## src/rtl/vga_frame_sequencer_pkg.sv

```systemverilog
// Shared types and constants for the VGA frame sequencer: FSM states,
// configuration bit positions and small helpers for the divider and palette.
package vga_seq_pkg;

  typedef enum logic {
    ST_RUN    = 1'b0,
    ST_PAUSED = 1'b1
  } seq_state_e;

  localparam int CFG_SPEED_LSB = 0;
  localparam int CFG_DIR       = 2;
  localparam int CFG_PAUSE     = 3;
  localparam int CFG_PAL_LSB   = 4;
  localparam int CFG_MUTE      = 6;
  localparam int CFG_STEP      = 7;

  localparam logic [1:0] PAL_AUTO = 2'd3;

  // Last divider count before an advance: 1, 2, 4 or 8 frames per advance.
  function automatic logic [2:0] div_limit(input logic [1:0] speed);
    logic [2:0] lim;
    case (speed)
      2'd0:    lim = 3'd0;
      2'd1:    lim = 3'd1;
      2'd2:    lim = 3'd3;
      2'd3:    lim = 3'd7;
      default: lim = 3'd0;
    endcase
    return lim;
  endfunction

  // Auto-palette rotation 0 -> 1 -> 2 -> 0.
  function automatic logic [1:0] pal_next(input logic [1:0] pal);
    logic [1:0] nxt;
    case (pal)
      2'd0:    nxt = 2'd1;
      2'd1:    nxt = 2'd2;
      2'd2:    nxt = 2'd0;
      default: nxt = 2'd0;
    endcase
    return nxt;
  endfunction

endpackage

```

## src/rtl/vga_frame_sequencer_cfg_sync2.sv

```systemverilog
// Two-flop synchroniser bringing the raw ui_in configuration pins into the
// pixel-clock domain; both stages clear to zero on reset.
module cfg_sync2 (
  input  logic       clk,
  input  logic       rst_n,
  input  logic [7:0] d,
  output logic [7:0] q
);

  logic [7:0] meta_r;

  // Metastability-settling pipeline.
  always_ff @(posedge clk) begin
    if (!rst_n) begin
      meta_r <= 8'd0;
      q      <= 8'd0;
    end else begin
      meta_r <= d;
      q      <= meta_r;
    end
  end

endmodule

```

## src/rtl/vga_frame_sequencer.sv

```systemverilog
// Frame sequencer: advances the frame number on vsync rising edges at a
// programmable rate/direction, with pause, single-step and palette/audio control.
module vga_frame_sequencer
  import vga_seq_pkg::*;
#(
  parameter int SCENE_LEN = 64,
  parameter int FRAME_W   = 9
) (
  input  logic               clk,
  input  logic               rst_n,
  input  logic               vsync,
  input  logic [7:0]         cfg_in,
  output logic [FRAME_W-1:0] frame_no,
  output logic               frame_tick,
  output logic [1:0]         palette_sel,
  output logic               audio_en,
  output logic               paused
);

  localparam int SCENE_W = $clog2(SCENE_LEN + 1);
  localparam logic [SCENE_W-1:0] SCENE_LAST = SCENE_W'(SCENE_LEN - 1);
  localparam logic [SCENE_W-1:0] SCENE_ONE  = {{(SCENE_W-1){1'b0}}, 1'b1};
  localparam logic [FRAME_W-1:0] FRAME_ONE  = {{(FRAME_W-1){1'b0}}, 1'b1};

  logic [7:0]         cfg_s;
  logic [1:0]         speed_s;
  logic [1:0]         pal_s;
  logic               dir_s;
  logic               pause_s;
  logic               mute_s;
  logic               step_s;
  logic               vrise_s;
  logic               step_rise_s;
  logic               step_set_s;
  logic               adv_s;
  logic               consume_s;
  logic [2:0]         div_nxt_s;
  logic [FRAME_W-1:0] frame_nxt_s;
  seq_state_e         state_nxt_s;

  seq_state_e         state_r;
  logic               vsync_prev_r;
  logic               step_q_r;
  logic               step_pending_r;
  logic [1:0]         speed_prev_r;
  logic [2:0]         div_cnt_r;
  logic [SCENE_W-1:0] scene_cnt_r;

  cfg_sync2 u_sync (
    .clk   (clk),
    .rst_n (rst_n),
    .d     (cfg_in),
    .q     (cfg_s)
  );

  assign speed_s     = cfg_s[CFG_SPEED_LSB +: 2];
  assign pal_s       = cfg_s[CFG_PAL_LSB +: 2];
  assign dir_s       = cfg_s[CFG_DIR];
  assign pause_s     = cfg_s[CFG_PAUSE];
  assign mute_s      = cfg_s[CFG_MUTE];
  assign step_s      = cfg_s[CFG_STEP];
  assign vrise_s     = vsync & ~vsync_prev_r;
  assign step_rise_s = step_s & ~step_q_r;
  assign step_set_s  = step_rise_s & ((state_r == ST_PAUSED) | pause_s);
  assign frame_nxt_s = dir_s ? (frame_no - FRAME_ONE) : (frame_no + FRAME_ONE);

  // Advance decision for a frame edge, evaluated with the config being committed.
  always_comb begin
    state_nxt_s = pause_s ? ST_PAUSED : ST_RUN;
    adv_s       = 1'b0;
    consume_s   = 1'b0;
    div_nxt_s   = div_cnt_r;
    if (speed_s != speed_prev_r) begin
      div_nxt_s = 3'd0;
    end else if (state_nxt_s == ST_RUN) begin
      if (div_cnt_r == div_limit(speed_s)) begin
        adv_s     = 1'b1;
        div_nxt_s = 3'd0;
      end else begin
        div_nxt_s = div_cnt_r + 3'd1;
      end
    end else begin
      adv_s     = step_pending_r;
      consume_s = step_pending_r;
    end
  end

  // Sequencer FSM, counters and registered outputs; all commits happen at vrise.
  always_ff @(posedge clk) begin
    if (!rst_n) begin
      state_r        <= ST_RUN;
      vsync_prev_r   <= 1'b1;
      step_q_r       <= 1'b0;
      step_pending_r <= 1'b0;
      speed_prev_r   <= 2'd0;
      div_cnt_r      <= 3'd0;
      scene_cnt_r    <= {SCENE_W{1'b0}};
      frame_no       <= {FRAME_W{1'b0}};
      frame_tick     <= 1'b0;
      palette_sel    <= 2'd0;
      audio_en       <= 1'b0;
      paused         <= 1'b0;
    end else begin
      vsync_prev_r <= vsync;
      step_q_r     <= step_s;
      frame_tick   <= 1'b0;
      if (vrise_s) begin
        state_r      <= state_nxt_s;
        paused       <= (state_nxt_s == ST_PAUSED);
        audio_en     <= ~mute_s;
        speed_prev_r <= speed_s;
        div_cnt_r    <= div_nxt_s;
        if (adv_s) begin
          frame_no   <= frame_nxt_s;
          frame_tick <= 1'b1;
        end
        if (pal_s != PAL_AUTO) begin
          palette_sel <= pal_s;
          scene_cnt_r <= {SCENE_W{1'b0}};
        end else if (adv_s) begin
          if (scene_cnt_r == SCENE_LAST) begin
            scene_cnt_r <= {SCENE_W{1'b0}};
            palette_sel <= pal_next(palette_sel);
          end else begin
            scene_cnt_r <= scene_cnt_r + SCENE_ONE;
          end
        end
        // A step arriving on the edge itself is kept for the next edge.
        if (step_set_s) begin
          step_pending_r <= 1'b1;
        end else if (consume_s || ((state_r == ST_PAUSED) && (state_nxt_s == ST_RUN))) begin
          step_pending_r <= 1'b0;
        end
      end else if (step_set_s) begin
        step_pending_r <= 1'b1;
      end
    end
  end

endmodule
```

## config.mk

```make
export PLATFORM = sky130hd
export DESIGN_NAME = vga_frame_sequencer
export DESIGN_NICKNAME = d
export VERILOG_FILES = /design/src/rtl/vga_frame_sequencer_pkg.sv /design/src/rtl/vga_frame_sequencer_cfg_sync2.sv /design/src/rtl/vga_frame_sequencer.sv
export SDC_FILE = /design/constraint.sdc
export NUM_CORES = 1
export LEC_CHECK = 0
export CAP_MARGIN = 5
export CORE_MARGIN = 3
export CORE_UTILIZATION = 31
export CTS_BUF_LIST = sky130_fd_sc_hd__clkbuf_4 sky130_fd_sc_hd__clkbuf_8
export DETAILED_ROUTE_END_ITERATION = 10
export DONT_BUFFER_PORTS = 1
export PLACE_DENSITY_LB_ADDON = 0.12
export SYNTH_ARGS = -nofsm -noshare
export SYNTH_HDL_FRONTEND = slang
export SYNTH_SLANG_ARGS = --single-unit
export TNS_END_PERCENT = 5
```

## constraint.sdc

```tcl
create_clock -name clk -period 3.65 [get_ports clk]
set_clock_uncertainty 0.15 [all_clocks]
set_input_delay 0.5475 -clock clk [delete_from_list [all_inputs] [get_ports clk]]
set_output_delay 0.5475 -clock clk [all_outputs]
set_load 0.01 [all_outputs]
```

Word-level counts from Yosys, hierarchy flattened
Index checks and enable logic that the tools add are counted.
{"block": "totals", "output_inout_bits": 14, "input_bits": 11, "register_bits": 45}
{"block": "op_classes", "mux": 25, "addsub": 4, "n_reduce_logical": 14, "n_eq_ne": 9, "bitwise_logic": 8}
{"cell": "2-to-1 mux 7 bit", "n": 3}
{"cell": "2-to-1 mux 3 bit", "n": 5}
{"cell": "one-hot mux 3 bit (4 select lines)", "n": 1}
{"cell": "2-to-1 mux 1 bit", "n": 11}
{"cell": "AND reduction 2 bit", "n": 5}
{"cell": "adder 9 x 1 -> 9 bit, second input constant", "n": 1}
{"cell": "2-to-1 mux 9 bit", "n": 1}
{"cell": "subtractor 9 x 1 -> 9 bit, second input constant", "n": 1}
{"cell": "nonzero test 2 bit", "n": 4}
{"cell": "adder 7 x 1 -> 7 bit, second input constant", "n": 1}
{"cell": "equality test 7 x 6 -> 1 bit, second input constant", "n": 1}
{"cell": "2-to-1 mux 2 bit", "n": 3}
{"cell": "equality test 2 x 1 -> 1 bit, second input constant", "n": 2}
{"cell": "equality test 2 bit, second input constant", "n": 2}
{"cell": "logical NOT 2 bit", "n": 2}
{"cell": "NOT 1 bit", "n": 4}
{"cell": "one-hot mux 2 bit (2 select lines)", "n": 1}
{"cell": "adder 3 x 1 -> 3 bit, second input constant", "n": 1}
{"cell": "bitwise AND 1 bit", "n": 3}
{"cell": "equality test 3 bit", "n": 1}
{"cell": "AND reduction 3 bit", "n": 1}
{"cell": "inequality test 2 x 1 -> 1 bit, second input constant", "n": 1}
{"cell": "inequality test 2 bit", "n": 1}
{"cell": "inequality test 2 bit, second input constant", "n": 1}
{"cell": "3 further kinds", "n": 3}

Longest topological paths before layout
{"block": "logic_depth", "word_depth": 10, "ltp_mapped": 7, "mapped_depth_nobuf": 6}

Cells and area by module
From an unflattened synthesis, not the netlist that was laid out.
{"block": "unflattened", "hier_cells": 232, "area_unflattened_um2": 2140.8}
{"mod": "vga_frame_sequencer", "instances": 1, "area_each_um2": 1694.1, "cells_per_inst": 199, "seq_area_each_um2": 580.6}
{"mod": "cfg_sync2", "instances": 1, "area_each_um2": 446.7, "cells_per_inst": 33, "seq_area_each_um2": 320.3}

Least setup slack after synthesis
OpenSTA, ideal clock, no wires.
{"block": "synth_path", "path_type": "flip-flop to flip-flop", "start": "register frame_no[0]", "end": "register frame_no[8]", "t_required_ps": 3367, "path_buffers": 0, "setup_ps": 133, "path_stages_with_launch": 7, "slack_ps": 1521, "synth_period_minus_slack_ps": 2129, "arrival_ps": 1846, "cell_sequence": "dfxtp_1 fa_1 a211oi_1 o21bai_1 a21oi_1 mux2i_1 o2111ai_1"}
{"block": "synth_via", "elab_chain_cells": 2}
{"element": "start: declaration", "line": "vga_frame_sequencer.sv:13", "rtl": "output logic [FRAME_W-1:0] frame_no,"}
{"element": "start signal: assignment", "line": "vga_frame_sequencer.sv:98", "rtl": "frame_no <= {FRAME_W{1'b0}};"}
{"element": "start signal: assignment", "line": "vga_frame_sequencer.sv:114", "rtl": "frame_no <= frame_nxt_s;"}
{"element": "adder 9 x 1 -> 9 bit / subtractor 9 x 1 -> 9 bit (equally long branches)", "line": "vga_frame_sequencer.sv:65", "rtl": "assign frame_nxt_s = dir_s ? (frame_no - FRAME_ONE) : (frame_no + FRAME_ONE);"}
{"element": "2-to-1 mux 9 bit (*)", "line": "vga_frame_sequencer.sv:65"}
Every way passes the cells marked *; elsewhere a longest branch is shown, timed or not.
A chain may end at the register's enable or synchronous reset.

Worst setup path in the final report
{"block": "layout_path", "start": "register div_cnt_r[1]", "end": "register frame_no[5]"}
{"block": "layout_via", "elab_chain_cells": 5}
{"element": "start: declaration", "line": "vga_frame_sequencer.sv:46", "rtl": "logic [2:0] div_cnt_r;"}
{"element": "start signal: assignment", "line": "vga_frame_sequencer.sv:112", "rtl": "div_cnt_r <= div_nxt_s;"}
{"element": "equality test 3 bit", "line": "vga_frame_sequencer.sv:76", "rtl": "if (div_cnt_r == div_limit(speed_s)) begin"}
{"element": "2-to-1 mux 1 bit", "line": "vga_frame_sequencer.sv:76"}
{"element": "2-to-1 mux 1 bit", "line": "vga_frame_sequencer.sv:75", "rtl": "end else if (state_nxt_s == ST_RUN) begin"}
{"element": "2-to-1 mux 1 bit", "line": "vga_frame_sequencer.sv:73", "rtl": "if (speed_s != speed_prev_r) begin"}
{"element": "AND reduction 2 bit (no line)"}
Every way passes these cells.

==> results.md <==
* Status: finished, final reports clean
* Sequential area share after synthesis at between 40 and 50%
* Vias in the first global route at around 1,500
* Initial DRT Pass Iterations at 4
* Reg-to-Reg Start: div_cnt_r[1]
* Slew of the pin with the lowest slew margin at between 0.7 and 0.8 ns
* Max incr delay on CP at roughly 0.7 ns
* Distinct cells, synth at 50
* Die width at around 90 microns
* Hold Path End: vsync_prev_r
* Crit Path Category: flip-flop to flip-flop
* Wire length per cell at about 14 microns
* DP HPWL at 2929 microns
* Dpl cell area at 2196 sq um
* Largest net degree at the start of global routing at 26
* Sequential cell area at 900.9 sq um
* Max-cap violations at 0
* Postcts setup bufs at 0
* Final setup violation count at 0
* Worst path cell trace: or3_4 -> o22ai_4 -> o2111a_1 -> nor2_1 -> a311oi_2
* Clk sinks at 45
* Final instance area at about 2300 sq um
* Fraction of layout cells with a size suffix above 1 at about 7.4%
* Top cell type's share of synthesized area at 42.20%
* Post-route ant nets at 0
* FFs w/ async S/R, synth at 0%
* HP Class: input pin to flip-flop
* Top post-synthesis cells by area: dfxtp_1, and2_1, ha_1, nand2_1, nor2_1
* Max-slew headroom at roughly half
* Clock Tree Buf Depth at 2
* Htree depth at 2
* Slowest stage cell, crit path: o2111a_1
* Clock period minus worst slack at 2.376 ns
* R2R Setup Slk at ~1.3 ns
* Worst-path fanout max at 18
* Hold-fix buffers, CTS at 0
* Synthesized flop and latch total at 45
* Die ar. at roughly 8000 sq um
* Most common cell in the netlist: dfxtp_1
* Core Region at 6495 sq um
* Fill count at between 600 and 700
* Worst skew pair latency at 0.31 ns
* Design Power at ~0.93 mW
* WP data arrival at roughly 2.5 ns
* R2R depth at 5
* DRC Markers at 0
* Multi-input gate area at ~1200 sq um
* Port Buffers at 0
* WL final at between 4000 and 5000 microns
* Max VDD drop at about 0.00016 V
* I/O Pins at 25
* CP Capture Type: flip-flop
* Mapped Cells at 230
* Synth area leader: dfxtp_1
* Post-CTS Resized at 0
* First-pass GRT wire length at around 7400 microns
* Die Y-Extent at approximately 90 microns
* RSZ-0062 raised after global routing: false
* Layout Area Growth over Synthesis at 7.444%
* Antenna cells at 0
* GPL Wtd Cong at about 0.77
* Fmax at ~420 MHz
* Core Rows at 29
* Top cells by count, synth: dfxtp_1, nand2_1, nor2_1
* CTS root buf: clkbuf_8
* Nets at ~250
* DR vias at around 1,600
* Setup TNS at 0 ns
* Antenna violations before repair at 0
* Reg2Reg Capture Point: frame_no[5]
* EDFF count, synth at 0
* Max-slew violations at 0
* Kind of cell adding the most delay to the critical path: compound AO/OA/AOI/OAI gates
* Syn Area/Cell at slightly above 9 sq um
* CTS Buf Count at 5
* Top_reg_cell synth: dfxtp_1
* Synthesis Warnings at 0
* Worst Path Buf+Inv at 0
* CP startpoint kind: flip-flop
* Initial Util at between 30% and 40%
* Synth Cell Area at between 2000 and 2500 sq um
* Post-Syn Nets at about 250
* CTS tree: done
* CTS clk-pin slew, worst paths at 0.10 ns
* PD cells at 404.1 nW/um^2
* Setup Slack @ Placement at 1.276 ns
* Worst setup margin at ~1.3 ns
* Vias per cell at a little over 5
* Detailed Route Iter0 Violations at 89
* Hold_sp: rst_n
* Worst hold path depth at 1
* GRT Util Overall at 11.94%
* Global route overflow at 0
* Required time worst endpoint at roughly 3.7 ns
* Fin crit share at between 60% and 70%
* Final Hold Fails at 0
* Static leakage at 0.8775 nW
metrics by stage:
step | hold WS, ns | cells | utilization (%)
finish | 0.1617 | 308 | 35.31
floorplan | 0.2398 | 230 | -
CTS | 0.1462 | 308 | 35.31
global placement | 0.2451 | 300 | 33.81
detailed placement | 0.2471 | 300 | 33.81
global route | 0.1366 | 308 | 35.31
cells by family after synthesis:
group | synth area share [%]
and+or+nand+nor | 21.63
DFF | 42.20
adders and majority gates | 6.213
muxes | 3.810
buffers and inverters | 2.872
AOI/OAI and AO/OA | 20.81
xor gates and xnor gates | 2.462
state kept, by name, indices dropped and copies added (netlist names), 2 cells and up:
signal,count
u_sync.meta_r,8
div_cnt_r,3
u_sync.q,8
scene_cnt_r,7
speed_prev_r,2
palette_sel,2
frame_no,9
power breakdown:
group,switching [mW],internal [mW],total (mW)
clock network,0.198,0.145,0.343
logic,0.0366,0.0274,0.0640
registers,0.0144,0.505,0.520
worst max-delay path by stage:
stage	startpoint	to	slack (ns)	cells past startpoint
6_report	div_cnt_r[1]	frame_no[5]	1.27	5
3_3_place_gp	u_sync.q[2]	frame_no[8]	1.30	6
2_1_floorplan	frame_no[0]	frame_no[8]	1.52	6
4_1_cts	u_sync.q[2]	frame_no[8]	1.25	6
3_5_place_dp	u_sync.q[2]	frame_no[8]	1.28	6
5_1_grt	u_sync.q[2]	frame_no[8]	1.03	6
final cells by class:
type / count / share of cell area [%]
Multi-Input combinational cell: 172 / 51.12
Tap cell: 77 / 4.201
Clock inverter: 3 / 1.255
Timing Repair Buffer: 1 / 0.3273
Inverter: 5 / 0.8183
Clock buffer: 5 / 3.001
Sequential cell: 45 / 39.28
routing by layer:
layer	GRT usage, %	vias to the layer above	share of wire (%)
met5	0	-	0
met4	4.060	0	1.1
met3	4.147	4	5.6
met2	17.14	33	42
met1	16.67	730	51
li1	-	825	-
cell usage in the layout (no fill, tap or decap), types with 5 or more instances in the layout:
cell / synthesis / layout
nor2_1: 20 / 20
clkbuf_8: 0 / 5
and2_1: 18 / 18
o21ai_0: 8 / 8
a21oi_1: 13 / 13
ha_1: 9 / 9
nand3_1: 11 / 11
a211oi_1: 5 / 5
inv_1: 5 / 5
dfxtp_1: 45 / 45
nand2_1: 20 / 20
mux2i_1: 7 / 7
Power figures use the tool's default switching activity.
